File: src/rtl/reg_writeback_queue_if.sv
// rtl/reg_writeback_queue_if.sv - result, write-port and hazard-lookup bundle for reg_writeback_queue
interface reg_writeback_queue_if #(
  parameter int DATA_W = 16,
  parameter int ADDR_W = 3,
  parameter int DEPTH  = 4
);
  localparam int CNT_W = $clog2(DEPTH) + 1;

  logic              res_valid;
  logic              res_ready;
  logic [ADDR_W-1:0] res_addr;
  logic [DATA_W-1:0] res_data;
  logic              stall;
  logic              we;
  logic [ADDR_W-1:0] wa;
  logic [DATA_W-1:0] wd;
  logic [ADDR_W-1:0] ra;
  logic [ADDR_W-1:0] rb;
  logic              hit_a;
  logic              hit_b;
  logic [DATA_W-1:0] fwd_a;
  logic [DATA_W-1:0] fwd_b;
  logic [CNT_W-1:0]  count;

  modport slave (
    input  res_valid, res_addr, res_data, stall, ra, rb,
    output res_ready, we, wa, wd, hit_a, hit_b, fwd_a, fwd_b, count
  );

  modport master (
    output res_valid, res_addr, res_data, stall, ra, rb,
    input  res_ready, we, wa, wd, hit_a, hit_b, fwd_a, fwd_b, count
  );
endinterface

File: src/rtl/reg_writeback_queue.sv
// rtl/reg_writeback_queue.sv - in-order register write-back FIFO with pending-write lookup; WB_FORWARD_EN adds data forwarding
module reg_writeback_queue #(
  parameter int DATA_W = 16,
  parameter int ADDR_W = 3,
  parameter int DEPTH  = 4
) (
  input logic                  clk,
  input logic                  rst,
  reg_writeback_queue_if.slave bus
);
  localparam int PTR_W = $clog2(DEPTH);
  localparam int CNT_W = PTR_W + 1;

  logic [ADDR_W-1:0] q_addr [DEPTH];
  logic [DATA_W-1:0] q_data [DEPTH];

  logic [PTR_W-1:0]  wr_ptr;
  logic [PTR_W-1:0]  rd_ptr;
  logic [CNT_W-1:0]  count_r;
  logic              we_r;
  logic [ADDR_W-1:0] wa_r;
  logic [DATA_W-1:0] wd_r;

  logic              res_ready_c;
  logic              push;
  logic              pop;
  logic              hit_a_c;
  logic              hit_b_c;
  logic [DATA_W-1:0] fwd_a_c;
  logic [DATA_W-1:0] fwd_b_c;

  // Ready comes from registered count only, so no path from res_valid.
  assign res_ready_c = (count_r < CNT_W'(DEPTH));
  assign push        = bus.res_valid && res_ready_c;
  assign pop         = !bus.stall && (count_r != '0);

  always_ff @(posedge clk) begin
    if (push) begin
      q_addr[wr_ptr] <= bus.res_addr;
      q_data[wr_ptr] <= bus.res_data;
    end
  end

  always_ff @(posedge clk or posedge rst) begin
    if (rst) begin
      wr_ptr  <= '0;
      rd_ptr  <= '0;
      count_r <= '0;
      we_r    <= 1'b0;
      wa_r    <= '0;
      wd_r    <= '0;
    end else begin
      if (push) begin
        wr_ptr <= wr_ptr + 1'b1;
      end
      if (pop) begin
        rd_ptr <= rd_ptr + 1'b1;
        wa_r   <= q_addr[rd_ptr];
        wd_r   <= q_data[rd_ptr];
      end
      we_r <= pop;
      case ({push, pop})
        2'b10:   count_r <= count_r + 1'b1;
        2'b01:   count_r <= count_r - 1'b1;
        default: count_r <= count_r;
      endcase
    end
  end

  // Entries are walked by age from the read pointer; only the first count_r are live.
  always_comb begin
    hit_a_c = we_r && (wa_r == bus.ra);
    hit_b_c = we_r && (wa_r == bus.rb);
    for (int k = 0; k < DEPTH; k++) begin
      if (CNT_W'(k) < count_r) begin
        if (q_addr[rd_ptr + PTR_W'(k)] == bus.ra) hit_a_c = 1'b1;
        if (q_addr[rd_ptr + PTR_W'(k)] == bus.rb) hit_b_c = 1'b1;
      end
    end
  end

`ifdef WB_FORWARD_EN
  // Output stage is oldest, then queue oldest->newest; later matches override earlier ones.
  always_comb begin
    fwd_a_c = (we_r && (wa_r == bus.ra)) ? wd_r : '0;
    fwd_b_c = (we_r && (wa_r == bus.rb)) ? wd_r : '0;
    for (int k = 0; k < DEPTH; k++) begin
      if (CNT_W'(k) < count_r) begin
        if (q_addr[rd_ptr + PTR_W'(k)] == bus.ra) fwd_a_c = q_data[rd_ptr + PTR_W'(k)];
        if (q_addr[rd_ptr + PTR_W'(k)] == bus.rb) fwd_b_c = q_data[rd_ptr + PTR_W'(k)];
      end
    end
  end
`else
  assign fwd_a_c = '0;
  assign fwd_b_c = '0;
`endif

  assign bus.res_ready = res_ready_c;
  assign bus.we        = we_r;
  assign bus.wa        = wa_r;
  assign bus.wd        = wd_r;
  assign bus.hit_a     = hit_a_c;
  assign bus.hit_b     = hit_b_c;
  assign bus.fwd_a     = fwd_a_c;
  assign bus.fwd_b     = fwd_b_c;
  assign bus.count     = count_r;
endmodule

File: src/flat_wrapper.sv
// flat-port wrapper written by rule: the top's interface ports become plain ports
module reg_writeback_queue_flat 
#(
  parameter int DATA_W = 16,
  parameter int ADDR_W = 3,
  parameter int DEPTH  = 4
)
  (clk, rst, bus_res_valid, bus_res_addr, bus_res_data, bus_stall, bus_ra, bus_rb, bus_res_ready, bus_we, bus_wa, bus_wd, bus_hit_a, bus_hit_b, bus_fwd_a, bus_fwd_b, bus_count);
  reg_writeback_queue_if #(.DATA_W(DATA_W), .ADDR_W(ADDR_W), .DEPTH(DEPTH)) bus_i ();
  input logic clk;
  input logic rst;
  input wire logic [$bits(bus_i.res_valid)-1:0] bus_res_valid;
  input wire logic [$bits(bus_i.res_addr)-1:0] bus_res_addr;
  input wire logic [$bits(bus_i.res_data)-1:0] bus_res_data;
  input wire logic [$bits(bus_i.stall)-1:0] bus_stall;
  input wire logic [$bits(bus_i.ra)-1:0] bus_ra;
  input wire logic [$bits(bus_i.rb)-1:0] bus_rb;
  output wire logic [$bits(bus_i.res_ready)-1:0] bus_res_ready;
  output wire logic [$bits(bus_i.we)-1:0] bus_we;
  output wire logic [$bits(bus_i.wa)-1:0] bus_wa;
  output wire logic [$bits(bus_i.wd)-1:0] bus_wd;
  output wire logic [$bits(bus_i.hit_a)-1:0] bus_hit_a;
  output wire logic [$bits(bus_i.hit_b)-1:0] bus_hit_b;
  output wire logic [$bits(bus_i.fwd_a)-1:0] bus_fwd_a;
  output wire logic [$bits(bus_i.fwd_b)-1:0] bus_fwd_b;
  output wire logic [$bits(bus_i.count)-1:0] bus_count;
  assign bus_i.res_valid = bus_res_valid;
  assign bus_i.res_addr = bus_res_addr;
  assign bus_i.res_data = bus_res_data;
  assign bus_i.stall = bus_stall;
  assign bus_i.ra = bus_ra;
  assign bus_i.rb = bus_rb;
  assign bus_res_ready = bus_i.res_ready;
  assign bus_we = bus_i.we;
  assign bus_wa = bus_i.wa;
  assign bus_wd = bus_i.wd;
  assign bus_hit_a = bus_i.hit_a;
  assign bus_hit_b = bus_i.hit_b;
  assign bus_fwd_a = bus_i.fwd_a;
  assign bus_fwd_b = bus_i.fwd_b;
  assign bus_count = bus_i.count;
  reg_writeback_queue #(.DATA_W(DATA_W), .ADDR_W(ADDR_W), .DEPTH(DEPTH)) u_core (.clk(clk), .rst(rst), .bus(bus_i));
endmodule
File: config.mk
export PLATFORM = sky130hd
export DESIGN_NAME = reg_writeback_queue_flat
export DESIGN_NICKNAME = d
export VERILOG_FILES = /design/src/rtl/reg_writeback_queue_if.sv /design/src/rtl/reg_writeback_queue.sv /design/src/flat_wrapper.sv
export SDC_FILE = /design/constraint.sdc
export NUM_CORES = 1
export LEC_CHECK = 0
export ABC_CLOCK_PERIOD_IN_PS = 2600
export CAP_MARGIN = 15
export CORE_MARGIN = 2
export CORE_UTILIZATION = 53
export DETAILED_ROUTE_END_ITERATION = 10
export PLACE_DENSITY = 0.81
export SLEW_MARGIN = 10
export SYNTH_ARGS = -nofsm -noshare
export SYNTH_HDL_FRONTEND = slang
export SYNTH_SLANG_ARGS = --single-unit
File: constraint.sdc
create_clock -name clk -period 2.6 [get_ports clk]
set_clock_uncertainty 0.1 [all_clocks]
set_input_delay 0.26 -clock clk [delete_from_list [all_inputs] [get_ports clk]]
set_output_delay 0.26 -clock clk [all_outputs]
set_load 0.01 [all_outputs]
==> results.md, run 1 <==
* Result of the run: finished, final reports clean
* Most used cells in the layout excluding fill and tap cells: 76 x sky130_fd_sc_hd__edfxtp_1, 52 x sky130_fd_sc_hd__clkdlybuf4s50_1, 32 x sky130_fd_sc_hd__conb_1
* Post-place instance area at 5400 um^2
* Pwr Density at 1070 nW/um^2
* Number of synthesized register bits at 103
* Number of endpoints with negative hold slack in the final report at 0
* Placed insts at 437
* Final critical delay including setup and external delays at 2.45 ns
* Pin count of the biggest net entering global routing at 28
* Initial antenna violation count at 0
* Final net count at 384
* Horiz. Die Dim at 99.2 um
* P&R area growth vs syn at 18.2%
* Aggregate global routing overflow at 0
* Wire length of the first global-routing pass at 13100 um
* Worst setup EP type: primary output
* Port-buffer cells at 54
* Reg-to-reg startpoint: u_core.rd_ptr[0]
* Post-synthesis sequential area ratio at 61.6%
* Post-route DRC at 0
* Max-slew violations at 0
* Sw Share at 31.7%
* RD Place Congestion at 0.848
* Largest voltage drop on the vdd net at 0.726 mV
* Finished Layout Cells at 458
* Post-route ant nets at 0
* YS warnings at 0
* Largest driver fanout on the critical path at 8
* Multi-input gate area at 1620 um^2
* Drt initial violations at 121
* Synthesized area at 4800 um^2
* Data arrival time of the critical path at 2.09 ns
* WP buf/inv at 2
* Antenna diode count at 0
* Total wirelength of the detailed-routed design at 8130 um
* Sequential power share at 39.4%
* Data required time of the critical path at 2.24 ns
* I/O pin total at 87
* Final total power at 6050 uW
* Crit path from: u_core.rd_ptr[0]
* Total negative setup slack at 0 ns
* Die span in y at 99.2 um
* Worst min-delay path category: input port to async pin
* Detail-routed net length per standard cell at 17.8 um
* Max Clk Rate at 0.409 GHz
* Internal Dissipation at 4130 uW
* Tot GR Track Use at 17.6%
* Via density per instance at 5.48
* H-tree lvl count at 3
* Count of vias placed by the detailed router at 2509
* NetSw at 1920 uW
* Final cycle utilization of the critical path at 94.1%
* Initial Utilization at 54.8%
* Clk buf depth at 2
* Category of the worst setup path launch point: flip-flop
* Longest individual stage delay on the worst path at 0.53 ns
* Setup repair after global routing missed its margin: no
* Maximum capacitance violations at 0
* Worst-Skew Late Latency at 0.36 ns
* Layout cells sized above 1 at 25.1%
* Final design instance area without fill at 5670 um^2
* Clock slew seen by the registers of the worst setup and hold paths at 0.10 ns
* # fillers at 613
* Critical path's top delay family: multiplexers
* Number of distinct standard cells referenced by the synthesized netlist at 28
* Post-route core utilization at 64.7%
* Number of detailed-routing iterations run before antenna repair at 4
* Master of the slowest instance on the critical path: sky130_fd_sc_hd__mux4_2
* Clock Root Buffer: sky130_fd_sc_hd__clkbuf_8
* Standard cell core area at 8760 um^2
* Total die area at 9830 um^2
* Clock net sink count at 103
* Post-Syn Instances at 279
* Most common library cell in the layout ignoring fill and taps: sky130_fd_sc_hd__edfxtp_1
* Proportion of power drawn by the clock network at 16.7%
* Comb power frac at 43.9%
* TritonCTS clock tree: built
* HPWL reported at the end of detailed placement at 5550 um
* Vias in the first global route at 2585
* Worst-path cell chain: buf_12 > mux4_2 > xnor2_1 > a41oi_1 > nand4_1 > clkbuf_2
* TritonCTS Buffers at 9
* Syn avg cell area at 17.2 um^2
* Site row count at 34
* Critical path type: flip-flop to primary output
* Sequential cell area at 2960 um^2
* Static Leakage at 0.00205 uW
* Setup-violating endpoint count in the final report at 0
==> synthesized netlist by cell type <==
master,number,area (um^2)
sky130_fd_sc_hd__mux4_2,25,563
sky130_fd_sc_hd__a41oi_2,1,16.3
sky130_fd_sc_hd__xor2_1,1,8.76
sky130_fd_sc_hd__nand2_1,4,15.0
sky130_fd_sc_hd__a41oi_1,1,8.76
sky130_fd_sc_hd__buf_6,3,33.8
sky130_fd_sc_hd__a21oi_1,1,5.00
sky130_fd_sc_hd__and2_1,4,25.0
sky130_fd_sc_hd__conb_1,1,3.75
sky130_fd_sc_hd__o21ai_0,4,20.0
sky130_fd_sc_hd__clkbuf_1,4,15.0
sky130_fd_sc_hd__inv_1,7,26.3
sky130_fd_sc_hd__nor2_1,2,7.51
sky130_fd_sc_hd__dfrtp_1,27,676
sky130_fd_sc_hd__buf_4,32,240
sky130_fd_sc_hd__buf_2,5,25.0
sky130_fd_sc_hd__and4_1,2,17.5
sky130_fd_sc_hd__edfxtp_1,76,2280
sky130_fd_sc_hd__nor2b_1,1,6.26
sky130_fd_sc_hd__ha_1,9,113
sky130_fd_sc_hd__clkbuf_2,1,5.00
sky130_fd_sc_hd__mux2i_1,1,10.0
sky130_fd_sc_hd__mux4_1,3,78.8
sky130_fd_sc_hd__xnor2_1,35,307
sky130_fd_sc_hd__buf_12,1,20.0
sky130_fd_sc_hd__mux2_2,19,214
sky130_fd_sc_hd__nand4_1,8,50.1
sky130_fd_sc_hd__clkbuf_4,1,7.51
==> metal layers <==
layer  GRT usage, %  wire [um]
met5              0          0
met4           7.06        164
met3           3.58        539
met2           30.5       4180
met1           21.8       3250
==> registers in the layout (all words and copies together) (netlist names) <==
| signal | cells |
|---|---|
| u_core.bus.count | 3 |
| u_core.bus.wa | 3 |
| u_core.bus.wd | 16 |
| u_core.bus.we | 1 |
| u_core.q_addr | 12 |
| u_core.q_data | 64 |
| u_core.rd_ptr | 2 |
| u_core.wr_ptr | 2 |
==> final cells by class <==
| cell class | count | area share, % |
|---|---|---|
| clock buffers | 9 | 2.18 |
| multi-input cells | 153 | 28.6 |
| well taps | 108 | 2.38 |
| repair buffers | 72 | 12.8 |
| inverters | 7 | 0.463 |
| clock inverters | 6 | 1.37 |
| flip-flops and latches | 103 | 52.2 |
==> worst reg2reg max path: cells and delay by family (launching register included) <==
| kind | cells | cell delay [ns] |
|---|---|---|
| muxes | 2 | 0.87 |
| buffers and inverters | 2 | 0.43 |
| DFF | 1 | 0.46 |
==> metrics by stage <==
| stage | hold slack (ns) | worst slack (ns) |
|---|---|---|
| 6_report | 0.175 | 0.154 |
| 3_3_place_gp | 0.389 | 0.139 |
| 2_1_floorplan | 0.213 | 0.573 |
| 4_1_cts | 0.178 | 0.000507 |
| 3_5_place_dp | 0.395 | 0.105 |
| 5_1_grt | 0.217 | 0.0423 |
==> repair_timing <==
item / in CTS / in global routing
hold endpoints to repair: 0 / 0
gates resized for setup: 6 / 6
endpoints found under the setup margin: 2 / 2
setup buffers: 5 / 1
hold buffers: 0 / 0
==> power by group through the flow <==
stage               Combinational, uW  Sequential [uW]  Clock (uW)
global route                     2860             2440        1100
CTS                              2660             2390        1040
floorplan                        1680             2450           0
global placement                 2540             2400           0
detailed placement               2590             2430           0
finish                           2650             2390        1010
==> path summary, 6_finish.rpt <==
| path | slack [ns] | end | depth (start not counted) |
|---|---|---|---|
| setup / recovery | 0.15 | bus_hit_b | 6 |
| hold / removal | 0.18 | u_core.bus.wd[9] | 3 |
| setup reg to reg | 0.63 | u_core.bus.wd[5] | 4 |
| hold reg to reg | 0.41 | u_core.bus.wd[8] | 1 |
| max in group asynchronous | 1.92 | u_core.rd_ptr[0] | 3 |
| min in group clk | 0.41 | u_core.bus.wd[8] | 1 |
==> cell families (layout without fill, tap and decap cells) <==
kind of cell,count (synthesis),in the layout,share of synthesized area [%]
AOI/OAI and AO/OA,7,7,1.04
xor gates and xnor gates,36,36,6.57
adders and majority gates,9,9,2.35
buffers and inverters,54,94,7.77
DFF,103,103,61.6
muxes,48,48,18.0
other,1,32,0.0781
and+or+nand+nor,21,21,2.53
(Power assumes the default switching activity.)
==> inputs of run 2 (changes only) <==
--- a/config.mk
+++ b/config.mk
@@ -7,8 +7,8 @@
 export LEC_CHECK = 0
 export ABC_CLOCK_PERIOD_IN_PS = 2600
 export CAP_MARGIN = 15
-export CORE_MARGIN = 2
 export CORE_UTILIZATION = 53
+export CTS_CLUSTER_SIZE = 40
 export DETAILED_ROUTE_END_ITERATION = 10
 export PLACE_DENSITY = 0.81
 export SLEW_MARGIN = 10
==> run 2 against run 1 <==
Net effect: via count fell by 0.20%; critical path type unchanged; routed wire length rose by 0.50%; utilization barely moved; largest power group unchanged; sequential power barely moved; clock power rose by 5%.
==> results.md, run 2 (synthesis results as in run 1) <==
* Result of the run: finished, final reports clean
* Pwr Density at 1070 nW/um^2
* Tot GR Track Use at 18.6%
* Horiz. Die Dim at 97.2 um
* Number of detailed-routing iterations run before antenna repair at 4
* Flip-flop count of the largest register after layout at 64
* # fillers at 633
* Placed insts at 439
* M1 wire length at 3390 um
* Max-slew violations at 0
* Via density per instance at 5.46
* Port-buffer cells at 54
* Setup repair after global routing missed its margin: no
* Critical path type: flip-flop to primary output
* Most common library cell in the layout ignoring fill and taps: sky130_fd_sc_hd__edfxtp_1
* Clk buf depth at 2
* Met3 wire length at 341 um
* Worst Reg2Reg Path Length in Cells at 4
* Data required time of the critical path at 2.24 ns
* Total length of routed met2 wires at 4310 um
* Post-route ant nets at 0
* Number of endpoints with negative hold slack in the final report at 0
* Final net count at 384
* HPWL reported at the end of detailed placement at 5510 um
* Max Clk Rate at 0.399 GHz
* Category of the worst setup path launch point: flip-flop
* Pin count of the biggest net entering global routing at 23
* Clock net sink count at 103
* TritonCTS Buffers at 9
* Total negative setup slack at 0 ns
* Master of the slowest instance on the critical path: sky130_fd_sc_hd__mux4_2
* Drt initial violations at 116
* Detail-routed net length per standard cell at 17.8 um
* Register with the most flip-flops: u_core.q_data
* Clock Root Buffer: sky130_fd_sc_hd__clkbuf_8
* Standard cell core area at 8760 um^2
* Aggregate global routing overflow at 0
* Worst min-delay path category: input port to async pin
* Largest voltage drop on the vdd net at 0.574 mV
* Final cycle utilization of the critical path at 96.4%
* Total wirelength of the detailed-routed design at 8170 um
* Final critical delay including setup and external delays at 2.51 ns
* Longest individual stage delay on the worst path at 0.55 ns
* TritonCTS clock tree: built
* Vias in the first global route at 2534
* Site row count at 34
* Highest metal layer with signal wires: met4
* Clock slew seen by the registers of the worst setup and hold paths at 0.11 ns
* Data arrival time of the critical path at 2.15 ns
* Setup-violating endpoint count in the final report at 0
* H-tree lvl count at 3
* Wire length of the first global-routing pass at 13200 um
* Finished Layout Cells at 459
* Worst-path cell chain: buf_12 > mux4_2 > xnor2_2 > a41oi_2 > nand4_1 > buf_2
* Post-route DRC at 0
* Antenna diode count at 0
* Static Leakage at 0.00205 uW
* Count of vias placed by the detailed router at 2504
* Total die area at 9440 um^2
* RD Place Congestion at 0.928
* Initial Utilization at 54.8%
* Worst-Skew Late Latency at 0.36 ns
* Largest driver fanout on the critical path at 7
* Initial antenna violation count at 0
* Maximum capacitance violations at 0
* Worst setup EP type: primary output
* P&R area growth vs syn at 18.3%
* Layout cells sized above 1 at 26.2%
* I/O pin total at 87
* Die span in y at 97.2 um
* Most used cells in the layout excluding fill and tap cells: 76 x sky130_fd_sc_hd__edfxtp_1, 52 x sky130_fd_sc_hd__clkdlybuf4s50_1, 32 x sky130_fd_sc_hd__conb_1
-- run 2: cell types whose count changed in the layout (fill, tap and decap cells not counted), sizes merged --
cell | previous run | this run
buf | 18 | 19
clkinv | 1 | 0
clkinvlp | 1 | 2
-- run 2: area by class of cell --
type                            instances  area, um^2  share of cell area, %
Sequential cell                       103        2960                   52.1
Multi-Input combinational cell        153        1640                   28.9
Timing Repair Buffer                   72         703                   12.4
Clock buffer                           10         138                   2.42
Tap cell                              108         135                   2.38
Clock inverter                          6        76.3                   1.34
Inverter                                7        26.3                  0.463
-- run 2: path summary, 6_finish.rpt --
check,startpoint,endpoint,slack (ns)
max,u_core.rd_ptr[0],bus_hit_b,0.09
max reg2reg,u_core.rd_ptr[0],u_core.bus.wd[11],0.57
min in group clk,u_core.bus.wd[15],u_core.bus.wd[15],0.42
min reg2reg,u_core.bus.wd[15],u_core.bus.wd[15],0.42
max in group asynchronous,rst,u_core.rd_ptr[1],1.66
min,rst,u_core.bus.wd[6],0.08
-- run 2: what timing repair did --
action,4_1_cts,5_1_grt
pin swaps,0,0
buffers inserted,1,3
endpoints found under the setup margin,2,2
hold buffers,0,0
gates resized for setup,10,6
hold endpoints to repair,0,0
-- run 2: stage by stage --
stage	hold slack, ns	worst slack, ns	util, %	instance area [um^2]	power, uW
finish	0.0823	0.0928	64.8	5680	6080
global route	0.110	0.00167	64.8	5680	6440
CTS	0.0962	0.00592	64.4	5650	6100
detailed placement	0.396	0.0686	61.4	5380	4980
global placement	0.390	0.0991	61.4	5380	4900
floorplan	0.213	0.573	-	4920	4130
-- run 2: worst max-delay path, delay by kind of cell, from the launching register on --
| kind | cells | cell delay, ns |
|---|---|---|
| flops | 1 | 0.48 |
| buf+inv | 2 | 0.30 |
| xor+xnor | 1 | 0.17 |
| mux | 1 | 0.55 |
| simple gates | 1 | 0.13 |
| compound gates | 1 | 0.16 |
-- run 2: per-layer routing --
layer / up-vias / global-route usage [%]
li1: 1110 / -
met4: 0 / 5.97
met1: 1293 / 24.1
met3: 11 / 3.88
met5: - / 0
met2: 90 / 31.5
-- run 2: power by group --
group | switching (uW) | total, uW | internal (uW)
sequential | 239 | 2400 | 2160
clock | 573 | 1060 | 489
combinational | 1130 | 2610 | 1490
total | 1940 | 6080 | 4140
